**src/rtl/mod_reduce_seq_ctrl.sv**
```systemverilog
// mod_reduce_seq_ctrl: sequencer for a repeated-subtraction modular reduction datapath
//   clk, rst_n (sync, active low)
//   start, count_len[9:0], q[12:0]  : batch request, length and modulus
//   in_valid/in_ready               : coefficient load handshake
//   Nmod[12:0]                      : datapath register fed back for compare
//   R2, R3                          : datapath load/subtract/hold controls
//   out_valid/out_ready             : result handshake (result is Nmod)
//   coef_idx[9:0], busy, done, err  : batch status
module mod_reduce_seq_ctrl (
  input  logic        clk,
  input  logic        rst_n,
  input  logic        start,
  input  logic [9:0]  count_len,
  input  logic [12:0] q,
  input  logic        in_valid,
  output logic        in_ready,
  input  logic [12:0] Nmod,
  output logic        R2,
  output logic        R3,
  output logic        out_valid,
  input  logic        out_ready,
  output logic [9:0]  coef_idx,
  output logic        busy,
  output logic        done,
  output logic        err
);
  typedef enum logic [2:0] {IDLE, LOAD, REDUCE, OUT, FIN} state_t;
  state_t state, state_nx;
  logic [9:0] len_r;
  logic ge, last;
  assign ge = Nmod >= q;
  assign last = coef_idx == len_r - 10'd1;
  always_ff @(posedge clk)
    if (!rst_n) state <= IDLE;
    else state <= state_nx;
  always_comb begin
    state_nx = state;
    case (state)
      IDLE:    if (start) state_nx = (q == '0 || count_len == '0) ? FIN : LOAD;
      LOAD:    if (in_valid) state_nx = REDUCE;
      REDUCE:  if (!ge) state_nx = OUT;
      OUT:     if (out_ready) state_nx = last ? FIN : LOAD;
      default: state_nx = IDLE;
    endcase
  end
  // R2=0 only on the load handshake, R3=0 only while a subtract is due
  always_comb begin
    in_ready  = state == LOAD;
    out_valid = state == OUT;
    R2        = !(state == LOAD && in_valid);
    R3        = !(state == REDUCE && ge);
  end
  always_ff @(posedge clk)
    if (!rst_n) begin
      coef_idx <= '0;
      busy     <= 1'b0;
      done     <= 1'b0;
      err      <= 1'b0;
      len_r    <= '0;
    end else begin
      done <= state_nx == FIN;
      if (state == IDLE && start) begin
        err      <= q == '0;
        len_r    <= count_len;
        coef_idx <= '0;
        busy     <= q != '0 && count_len != '0;
      end else if (state == OUT && out_ready && !last) coef_idx <= coef_idx + 10'd1;
      if (state == FIN) busy <= 1'b0;
    end
endmodule

```
**config.mk**
```make
export PLATFORM = sky130hd
export DESIGN_NAME = mod_reduce_seq_ctrl
export DESIGN_NICKNAME = d
export VERILOG_FILES = /design/src/rtl/mod_reduce_seq_ctrl.sv
export SDC_FILE = /design/constraint.sdc
export NUM_CORES = 1
export LEC_CHECK = 0
export BUFFER_PORTS_ARGS = -buffer_cell sky130_fd_sc_hd__buf_2
export CAP_MARGIN = 20
export CORE_ASPECT_RATIO = 1.2
export CORE_UTILIZATION = 32
export DETAILED_ROUTE_END_ITERATION = 8
export HOLD_SLACK_MARGIN = 0.15
export PLACE_DENSITY = 0.61
export SYNTH_ARGS = -nofsm -noshare
export SYNTH_HDL_FRONTEND = slang
export SYNTH_SLANG_ARGS = --single-unit
```
**constraint.sdc**
```tcl
create_clock -name clk -period 2.5 [get_ports clk]
set_clock_uncertainty 0.2 [all_clocks]
set_input_delay 0.25 -clock clk [delete_from_list [all_inputs] [get_ports clk]]
set_output_delay 0.25 -clock clk [all_outputs]
set_load 0.005 [all_outputs]
```
==> key figures, run 1 <==
Outcome
  – Result of the run: complete, no violations

Route
  – Final ANT Viol Nets: 0
  – Vias per cell: 4.79
  – Final wirelength: 4870 µm
  – Vias after detailed routing: 1908
  – Initial DRT Pass Iterations: 4
  – Initial detailed-routing violation count: 87
  – Average wire per cell in the routed design: 12.2 µm
  – Remaining routing DRC violations: 0

Critical path
  – Total buffers and inverters traversed by the critical path: 2
  – Worst path cell trace: inv_1 > ha_4 > xor2_1 > or3_1 > a21o_1 > a221oi_4 > buf_6 > a211oi_2 > xnor2_1 > nor2_1
  – Largest fanout on the critical path: 4
  – Critical path launch point type: flop
  – Cell family with the largest share of critical-path delay: compound AO/OA/AOI/OAI gates
  – Arrival time at the worst endpoint: 2.37 ns
  – Slowest stage cell on the critical path: sky130_fd_sc_hd__a221oi_4
  – WP data required: 2.46 ns
  – Critical Path Max Stage Delay: 0.41 ns
  – Type of destination of the critical path: flop
  – WS Path Type: flop to flop

Floorplanning
  – Boundary Pins: 58
  – X dimension of the die: 71.9 µm
  – Standard-cell row count: 30
  – Die outline height: 85.9 µm
  – Initial Util: 0.331
  – Floorplan core area: 5670 µm²
  – Total die area: 6180 µm²

Logic synthesis
  – Number of warnings reported in the yosys synthesis log: 0
  – Number of flops mapped to enable cells by yosys: 0
  – Post-Synthesis Cell Area: 1880 µm²
  – Gate count of the mapped netlist: 234
  – Post-synth top flop: sky130_fd_sc_hd__dfxtp_1
  – Yosys reg bits: 26
  – Synth cell types: 45
  – Syn Nets: 290
  – Ys async rst share: 0
  – Proportion of synthesized chip area in sequential cells: 0.277
  – Mean cell area of the mapped netlist: 8.02 µm²

Clock network
  – H-tree depth reported by CTS: 1
  – Total number of clock tree sinks: 26
  – Clock root cell: sky130_fd_sc_hd__clkbuf_8
  – CTS tree: built
  – Clock tree buffer depth: 2
  – TritonCTS buffer count: 3
  – Insertion delay to the later sink of the worst-skew pair: 0.27 ns
  – Clk pin slew, worst setup/hold paths: 0.10 ns

STA
  – Final critical-path share of the clock period: 0.966
  – Achievable Freq: 414 MHz
  – Time the final worst path needs with I/O delays and setup: 2.41 ns
  – Total negative setup slack: 0 ns
  – RSZ-0062 raised after global routing: no
  – Max-slew headroom: 0.698
  – Hold Fails Final Rpt: 0
  – Hold slack: 0.174 ns
  – Transition time at the pin with the least slew margin: 0.451 ns
  – Final slew viol count: 0
  – Setup-violating endpoint count in the final report: 0

Power
  – Power density over cell area: 398 nW/µm²
  – Net switching fraction of the power: 0.296
  – Switching power: 307 µW
  – Reg power frac: 0.437
  – Part of the total power dissipated in combinational logic: 0.298
  – Power Internal: 729 µW
  – Share of total power in the clock network: 0.265
  – IR Drop Worst-Case VDD: 0.233 mV
  – Leakage Power: 0.00122 µW

GRT
  – Number of antenna violations at the first check in global routing: 0
  – First-pass GRT wire length: 7990 µm
  – Global route total overflow: 0
  – Via count of the first global-routing pass: 1831
  – Largest net degree at the start of global routing: 17
  – Overall track demand over capacity in global routing: 0.161

Final layout
  – Layout cell share with drive strength beyond 1: 0.305
  – Post-layout instance area: 2610 µm²
  – Area growth from synthesis to final layout: 38.9%
  – Fillers: 585
  – Count of nets after finishing: 375
  – Number of diodes added for antenna fixing: 0

Hold path
  – Path type of the worst min-delay path: primary input to flop

Placement
  – Placed standard-cell area: 2360 µm²
  – Final estimated routing congestion in global placement: 0.825
  – Port Buffers: 57
  – Dpl hpwl: 3740 µm

Flow run
  – MaxCap Viol Count: 0
==> worst reg2reg max path: cells and delay by family, from the launching register on <==
family	cells	cell delay, ns
DFF	1	0.35
AOI/OAI and AO/OA	3	0.67
buffers and inverters	2	0.23
adders and majority gates	1	0.17
and+or+nand+nor	2	0.38
xor gates and xnor gates	2	0.32
==> final cells by class <==
type / count / area, µm² / area share
Timing Repair Buffer: 84 / 532 / 0.204
Inverter: 21 / 78.8 / 0.0302
Clock buffer: 4 / 55.1 / 0.0211
Tap cell: 80 / 100 / 0.0384
Sequential cell: 26 / 523 / 0.201
Multi-Input combinational cell: 183 / 1320 / 0.506
==> metal layers <==
metal	routed length [µm]	GRT usage
met4	29	0.0374
met2	2500	0.297
met5	0	0
met1	2190	0.202
met3	143	0.0106
==> power groups by stage <==
stage | clock network, µW | registers, µW | logic [µW]
global placement | 0 | 461 | 270
detailed placement | 0 | 462 | 273
finish | 275 | 452 | 309
global route | 299 | 455 | 352
floorplan | 0 | 460 | 169
CTS | 287 | 452 | 293
==> path summary, 6_finish.rpt <==
| kind | startpoint | endpoint | slack, ns | cells past startpoint |
|---|---|---|---|---|
| setup / recovery | len_r[1] | coef_idx[3] | 0.09 | 10 |
| hold / removal | rst_n | len_r[0] | 0.17 | 2 |
| setup reg to reg | len_r[1] | coef_idx[3] | 0.09 | 10 |
| hold reg to reg | len_r[1] | len_r[1] | 0.29 | 2 |
==> state kept, by name, summed over array words and instances, names as in the netlist <==
| register | cells |
|---|---|
| len_r | 10 |
| done | 1 |
| state | 3 |
| coef_idx | 10 |
| err | 1 |
| busy | 1 |
==> cells by family after synthesis <==
family,share of synthesized area
AOI/OAI and AO/OA,0.185
xor gates and xnor gates,0.0607
adders and majority gates,0.100
buffers and inverters,0.0560
DFF,0.277
muxes,0.0347
and+or+nand+nor,0.286
==> layout by cell type, fill, tap and decap left out, types with 5 or more instances in the layout <==
| master | count |
|---|---|
| sky130_fd_sc_hd__nand2_1 | 37 |
| sky130_fd_sc_hd__dfxtp_1 | 24 |
| sky130_fd_sc_hd__xnor2_1 | 5 |
| sky130_fd_sc_hd__a21oi_1 | 7 |
| sky130_fd_sc_hd__nand4_1 | 7 |
| sky130_fd_sc_hd__nand3_1 | 8 |
| sky130_fd_sc_hd__nand2b_1 | 5 |
| sky130_fd_sc_hd__nor2_1 | 17 |
| sky130_fd_sc_hd__xor2_1 | 8 |
| sky130_fd_sc_hd__inv_1 | 20 |
| sky130_fd_sc_hd__buf_4 | 16 |
| sky130_fd_sc_hd__a21o_1 | 6 |
| sky130_fd_sc_hd__dlygate4sd3_1 | 13 |
| sky130_fd_sc_hd__a21boi_0 | 11 |
| sky130_fd_sc_hd__buf_2 | 54 |
| sky130_fd_sc_hd__ha_1 | 14 |
==> timing repair <==
action	in CTS	in global routing
buffers inserted	0	1
gates cloned	0	1
resized for setup	1	13
hold buffers	13	0
pin swaps	0	9
hold endpoints to repair	13	0
endpoints found under the setup margin	2	13
==> cells in the mapped netlist (all sizes together) (3+ instances only) <==
cell type	number	share of area
nand4	7	0.023
ha	15	0.10
dfxtp	26	0.28
a21o	6	0.024
nor2	18	0.036
xnor2	5	0.023
clkbuf	4	0.0080
a21oi	9	0.028
nor3b	3	0.012
a211oi	5	0.023
nand2	37	0.074
inv	21	0.042
a21boi	11	0.044
nand3b	3	0.014
nor2b	4	0.013
xor2	8	0.037
nor4	3	0.018
nand2b	5	0.017
nand3	8	0.021
mux2i	5	0.027
nor3	4	0.011
==> per-stage QoR <==
stage / setup WS (ns) / std cells / utilization / total power [µW]
floorplan: 0.0645 / 234 / - / 629
global route: 0.000179 / 398 / 0.460 / 1110
detailed placement: 0.00357 / 382 / 0.417 / 735
CTS: 0.0179 / 399 / 0.451 / 1030
finish: 0.0862 / 398 / 0.460 / 1040
global placement: 0.0560 / 382 / 0.417 / 731
(Power assumes the default switching activity.)
==> run 2, diff against run 1 <==
==> constraint.sdc (replaced) <==
create_clock -name clk -period 2.2 [get_ports clk]
set_clock_uncertainty 0.2 [all_clocks]
set_input_delay 0.22 -clock clk [delete_from_list [all_inputs] [get_ports clk]]
set_output_delay 0.22 -clock clk [all_outputs]
set_load 0.005 [all_outputs]
==> run 2 against run 1 <==
Total power grew 18%. Core utilization grew 4.0 points. Combinational power grew 29%. Worst hold slack lost 0.014 ns. Final cell count grew 6.3%. The run now ends with negative setup slack left. Sequential share of layout area shrank 1.6 points.
==> key figures, run 2 (synthesis results as in run 1) <==
Final layout
  – Area growth from synthesis to final layout: 51.1%
  – Regs by FF count: coef_idx x10, len_r x10, state x3
  – Commonest non-fill, non-tap cell in the layout: sky130_fd_sc_hd__buf_2
  – Area of all sequential standard cells: 523 µm²
  – Number of diodes added for antenna fixing: 0
  – Area of the multi-input gates: 1340 µm²
  – Layout cell share with drive strength beyond 1: 0.341
  – Non-filler cells, final: 423
  – Count of nets after finishing: 400
  – Utilization after layout: 0.500
  – Fillers: 561
  – Leading cell types in the layout, fill and taps excluded: 57 x sky130_fd_sc_hd__buf_2, 37 x sky130_fd_sc_hd__nand2_1, 29 x sky130_fd_sc_hd__buf_4, 24 x sky130_fd_sc_hd__dfxtp_1, 22 x sky130_fd_sc_hd__dlygate4sd3_1

Critical path
  – Critical Path Max Stage Delay: 0.37 ns
  – Arrival time at the worst endpoint: 2.35 ns
  – Critical path launch point type: flop
  – Slowest stage cell on the critical path: sky130_fd_sc_hd__a221oi_4
  – Largest fanout on the critical path: 7
  – Type of destination of the critical path: flop
  – FF-to-FF path depth: 9
  – WS Path Type: flop to flop
  – WP data required: 2.22 ns
  – Worst path cell trace: inv_2 > ha_4 > xor2_2 > or3_1 > a21o_1 > a221oi_4 > a21oi_4 > a211o_1 > nand2_1

Floorplanning
  – Standard-cell row count: 30
  – Boundary Pins: 58
  – X dimension of the die: 71.9 µm
  – Total die area: 6180 µm²
  – Die outline height: 85.9 µm
  – Floorplan core area: 5670 µm²
  – Initial Util: 0.331

Power
  – Leakage Power: 0.00135 µW
  – IR Drop Worst-Case VDD: 0.225 mV
  – Power density over cell area: 432 nW/µm²
  – Post-route total power: 1220 µW

Clock network
  – Clk pin slew, worst setup/hold paths: 0.10 ns
  – Total number of clock tree sinks: 26
  – CTS tree: built
  – Clock root cell: sky130_fd_sc_hd__clkbuf_8
  – Insertion delay to the later sink of the worst-skew pair: 0.27 ns
  – Clock tree buffer depth: 2
  – TritonCTS buffer count: 3
  – H-tree depth reported by CTS: 1

Placement
  – Dpl hpwl: 3830 µm
  – Final estimated routing congestion in global placement: 0.746
  – Port Buffers: 57
  – Placed insts: 393

GRT
  – Largest net degree at the start of global routing: 17
  – Global route total overflow: 0
  – Number of antenna violations at the first check in global routing: 0
  – Via count of the first global-routing pass: 1963
  – Overall track demand over capacity in global routing: 0.169
  – First-pass GRT wire length: 8340 µm

STA
  – Setup-violating endpoint count in the final report: 13
  – Transition time at the pin with the least slew margin: 0.500 ns
  – Time the final worst path needs with I/O delays and setup: 2.33 ns
  – Final critical-path share of the clock period: 1.06
  – Hold Fails Final Rpt: 0
  – Achievable Freq: 430 MHz
  – Hold slack: 0.160 ns
  – RSZ-0062 raised after global routing: yes
  – Max-slew headroom: 0.666
  – Post-route setup slack: -0.127 ns
  – Final slew viol count: 0

Route
  – Average wire per cell in the routed design: 11.9 µm
  – Initial DRT Pass Iterations: 4
  – Detail Route met3 WL: 222 µm
  – Vias after detailed routing: 2029
  – Remaining routing DRC violations: 0
  – Highest routing layer actually used: met4
  – Final ANT Viol Nets: 0
  – Vias per cell: 4.80
  – Initial detailed-routing violation count: 90
  – Metal2 WL: 2640 µm
  – Final wirelength: 5030 µm
  – Routed metal-1 wirelength: 2130 µm

Outcome
  – Violated checks: negative setup slack
  – Result of the run: complete, but fails checks

Flow run
  – MaxCap Viol Count: 0

Hold path
  – Count of cells along the worst hold path: 4
  – Path type of the worst min-delay path: primary input to flop
[run 2: cell types whose count changed in the layout (fill, tap and decap cells not counted), sizes merged]
cell         change
buf             +16
dlygate4sd3      +9
[run 2: path summary, 6_finish.rpt]
check,start,end,slack [ns]
worst min register to register,busy,busy,0.32
worst max register to register,len_r[0],coef_idx[4],-0.13
worst max-delay path,len_r[0],coef_idx[4],-0.13
worst min-delay path,start,busy,0.16
[run 2: repair_timing]
| action | in CTS | in global routing |
|---|---|---|
| buffers inserted | 3 | 0 |
| hold endpoints to repair | 15 | 0 |
| pin swaps | 17 | 12 |
| gates resized for setup | 9 | 4 |
| hold buffers | 22 | 0 |
| gates cloned | 1 | 0 |
| endpoints found under the setup margin | 14 | 14 |
[run 2: per-stage QoR]
| step | TNS [ns] | instance area (µm²) | setup slack [ns] |
|---|---|---|---|
| 2_1_floorplan | -0.613 | 1900 | -0.126 |
| 3_3_place_gp | -1.52 | 2470 | -0.202 |
| 3_5_place_dp | -2.00 | 2470 | -0.249 |
| 4_1_cts | -1.27 | 2820 | -0.132 |
| 5_1_grt | -2.58 | 2840 | -0.248 |
| 6_report | -1.04 | 2840 | -0.127 |
[run 2: area by class of cell]
cell class	count	area share
multi-input combinational	183	0.474
timing repair buffer	109	0.259
sequential	26	0.184
tap	80	0.0353
inverter	21	0.0278
clock buffer	4	0.0194
[run 2: worst max-delay path: cells and delay by family, from the launching register on]
kind / cells / cell delay (ns)
fa+ha+maj: 1 / 0.16
xor+xnor: 1 / 0.14
flops: 1 / 0.35
simple gates: 2 / 0.36
compound gates: 4 / 1.01
buf+inv: 1 / 0.05
[run 2: power breakdown]
group,internal [µW],switching (µW)
sequential,491,21.4
combinational,210,188
clock,160,154
total,861,363
[run 2: routing by layer]
layer,GRT usage,vias to the layer above
met3,0.0165,4
li1,-,1039
met2,0.324,68
met5,0,-
met4,0.0428,0
met1,0.196,918
==> run 3, diff against run 2 <==
--- a/config.mk
+++ b/config.mk
@@ -5,13 +5,13 @@
 export SDC_FILE = /design/constraint.sdc
 export NUM_CORES = 1
 export LEC_CHECK = 0
-export BUFFER_PORTS_ARGS = -buffer_cell sky130_fd_sc_hd__buf_2
 export CAP_MARGIN = 20
 export CORE_ASPECT_RATIO = 1.2
 export CORE_UTILIZATION = 32
 export DETAILED_ROUTE_END_ITERATION = 8
+export DONT_BUFFER_PORTS = 1
 export HOLD_SLACK_MARGIN = 0.15
-export PLACE_DENSITY = 0.61
+export PLACE_DENSITY = 0.52
 export SYNTH_ARGS = -nofsm -noshare
 export SYNTH_HDL_FRONTEND = slang
 export SYNTH_SLANG_ARGS = --single-unit
==> run 3 against run 2 <==
The run still ends with negative setup slack left. Non-clock buffer count fell by 57. Combinational power is 8.3% lower. Sequential cell count stayed put. Die area did not move. Core utilization fell by 4.6 points. Sequential power hardly changed. Total power fell by 2.0%. Clock-buffer cell count is the same. Critical endpoint unchanged. Largest power group unchanged.
==> key figures, run 3 (synthesis results as in run 1) <==
STA
  – Post-route setup slack: -0.160 ns
  – Achievable Freq: 424 MHz
  – Max-slew headroom: 0.640
  – Setup-violating endpoint count in the final report: 13
  – RSZ-0062 raised after global routing: yes
  – Time the final worst path needs with I/O delays and setup: 2.36 ns
  – Transition time at the pin with the least slew margin: 0.538 ns
  – Hold Fails Final Rpt: 0
  – Final slew viol count: 0
  – Final critical-path share of the clock period: 1.07
  – Hold slack: 0.143 ns

Final layout
  – Number of diodes added for antenna fixing: 0
  – Commonest non-fill, non-tap cell in the layout: sky130_fd_sc_hd__nand2_1
  – Layout cell share with drive strength beyond 1: 0.220
  – Non-filler cells, final: 366
  – Utilization after layout: 0.454
  – Regs by FF count: coef_idx x10, len_r x10, state x3
  – Leading cell types in the layout, fill and taps excluded: 37 x sky130_fd_sc_hd__nand2_1, 29 x sky130_fd_sc_hd__buf_4, 23 x sky130_fd_sc_hd__dfxtp_1, 21 x sky130_fd_sc_hd__dlygate4sd3_1, 19 x sky130_fd_sc_hd__inv_1
  – Area growth from synthesis to final layout: 37.1%
  – Count of nets after finishing: 343

Placement
  – Final estimated routing congestion in global placement: 0.803
  – Port Buffers: 0
  – Placed insts: 333
  – Dpl ws: -0.272 ns
  – Dpl hpwl: 3810 µm

Outcome
  – Result of the run: complete, but fails checks
  – Violated checks: negative setup slack

Route
  – Vias after detailed routing: 1812
  – Initial DRT Pass Iterations: 4
  – Final ANT Viol Nets: 0
  – Average wire per cell in the routed design: 14.3 µm
  – Remaining routing DRC violations: 0
  – Vias per cell: 4.95
  – Final wirelength: 5240 µm
  – Initial detailed-routing violation count: 64

Floorplanning
  – Floorplan core area: 5670 µm²
  – Standard-cell row count: 30
  – Boundary Pins: 58
  – Initial Util: 0.331
  – Total die area: 6180 µm²
  – X dimension of the die: 71.9 µm
  – Die outline height: 85.9 µm

GRT
  – Overall track demand over capacity in global routing: 0.180
  – Number of antenna violations at the first check in global routing: 0
  – Global route total overflow: 0
  – First-pass GRT wire length: 8810 µm
  – Largest net degree at the start of global routing: 15
  – Via count of the first global-routing pass: 1958

Flow run
  – MaxCap Viol Count: 0

Clock network
  – TritonCTS buffer count: 3
  – H-tree depth reported by CTS: 1
  – Total number of clock tree sinks: 26
  – Insertion delay to the later sink of the worst-skew pair: 0.27 ns
  – Clock tree buffer depth: 2
  – CTS tree: built
  – Clk pin slew, worst setup/hold paths: 0.10 ns
  – Clock root cell: sky130_fd_sc_hd__clkbuf_8

Power
  – Leakage Power: 0.00113 µW
  – IR Drop Worst-Case VDD: 0.254 mV
  – Power density over cell area: 466 nW/µm²
  – Post-route total power: 1200 µW

Hold path
  – Hold Crit Endpoint: coef_idx[6]
  – Path type of the worst min-delay path: primary input to flop
  – Launch instance of the worst min-delay path: rst_n
  – Count of cells along the worst hold path: 3

Critical path
  – Launch point of the worst reg-to-reg path: len_r[0]
  – WS Path Type: flop to flop
  – Register-to-register path setup slack: -0.16 ns
  – WP data required: 2.22 ns
  – Type of destination of the critical path: flop
  – R2R Path End: coef_idx[4]
  – Arrival time at the worst endpoint: 2.38 ns
  – Largest fanout on the critical path: 7
  – FF-to-FF path depth: 10
  – Critical path launch point type: flop
-- run 3: report_power, final --
part           switching (µW)  internal (µW)
logic                     176            188
clock network             160            160
registers                22.5            492
total                     359            840
-- run 3: worst max path at each step --
stage / start / end / slack, ns / depth (start not counted)
6_report: len_r[0] / coef_idx[4] / -0.16 / 10
2_1_floorplan: len_r[0] / state[0] / -0.13 / 10
5_1_grt: len_r[1] / coef_idx[4] / -0.26 / 10
3_5_place_dp: len_r[2] / coef_idx[6] / -0.27 / 6
4_1_cts: len_r[0] / coef_idx[4] / -0.16 / 10
3_3_place_gp: len_r[2] / coef_idx[6] / -0.21 / 6
-- run 3: cell type report --
cell class | instances | area, µm²
Inverter | 21 | 78.8
Sequential cell | 26 | 524
Multi-Input combinational cell | 183 | 1360
Tap cell | 80 | 100
Clock buffer | 4 | 55.1
Timing Repair Buffer | 52 | 450
Fill cell | 596 | 3100
-- run 3: per-layer routing --
| layer | track usage | vias up | share of wire |
|---|---|---|---|
| li1 | - | 924 | - |
| met3 | 0.0270 | 4 | 0.051 |
| met4 | 0.0570 | 0 | 0.010 |
| met5 | 0 | - | 0 |
| met1 | 0.207 | 833 | 0.41 |
| met2 | 0.336 | 51 | 0.52 |
-- run 3: metrics by stage --
step,setup TNS (ns),area [µm²]
2_1_floorplan,-0.613,1900
3_3_place_gp,-1.66,2160
3_5_place_dp,-2.08,2160
4_1_cts,-1.41,2540
5_1_grt,-2.60,2570
6_report,-1.26,2570
-- run 3: timing repair --
action,in CTS,in global routing
buffers inserted,6,1
endpoints found under the setup margin,13,15
hold endpoints to repair,21,0
gates resized for setup,14,4
hold buffers,21,0
gates cloned,1,0
pin swaps,17,10
-- run 3: critical path, stage by stage (launching register included) --
cell	delay [ns]
sky130_fd_sc_hd__dfxtp_2	0.35
sky130_fd_sc_hd__inv_2	0.05
sky130_fd_sc_hd__ha_4	0.16
sky130_fd_sc_hd__xor2_2	0.14
sky130_fd_sc_hd__or3_1	0.30
sky130_fd_sc_hd__a21o_1	0.19
sky130_fd_sc_hd__a221oi_4	0.31
sky130_fd_sc_hd__buf_4	0.17
sky130_fd_sc_hd__a21oi_4	0.09
sky130_fd_sc_hd__a211o_1	0.31
sky130_fd_sc_hd__nand2_1	0.05
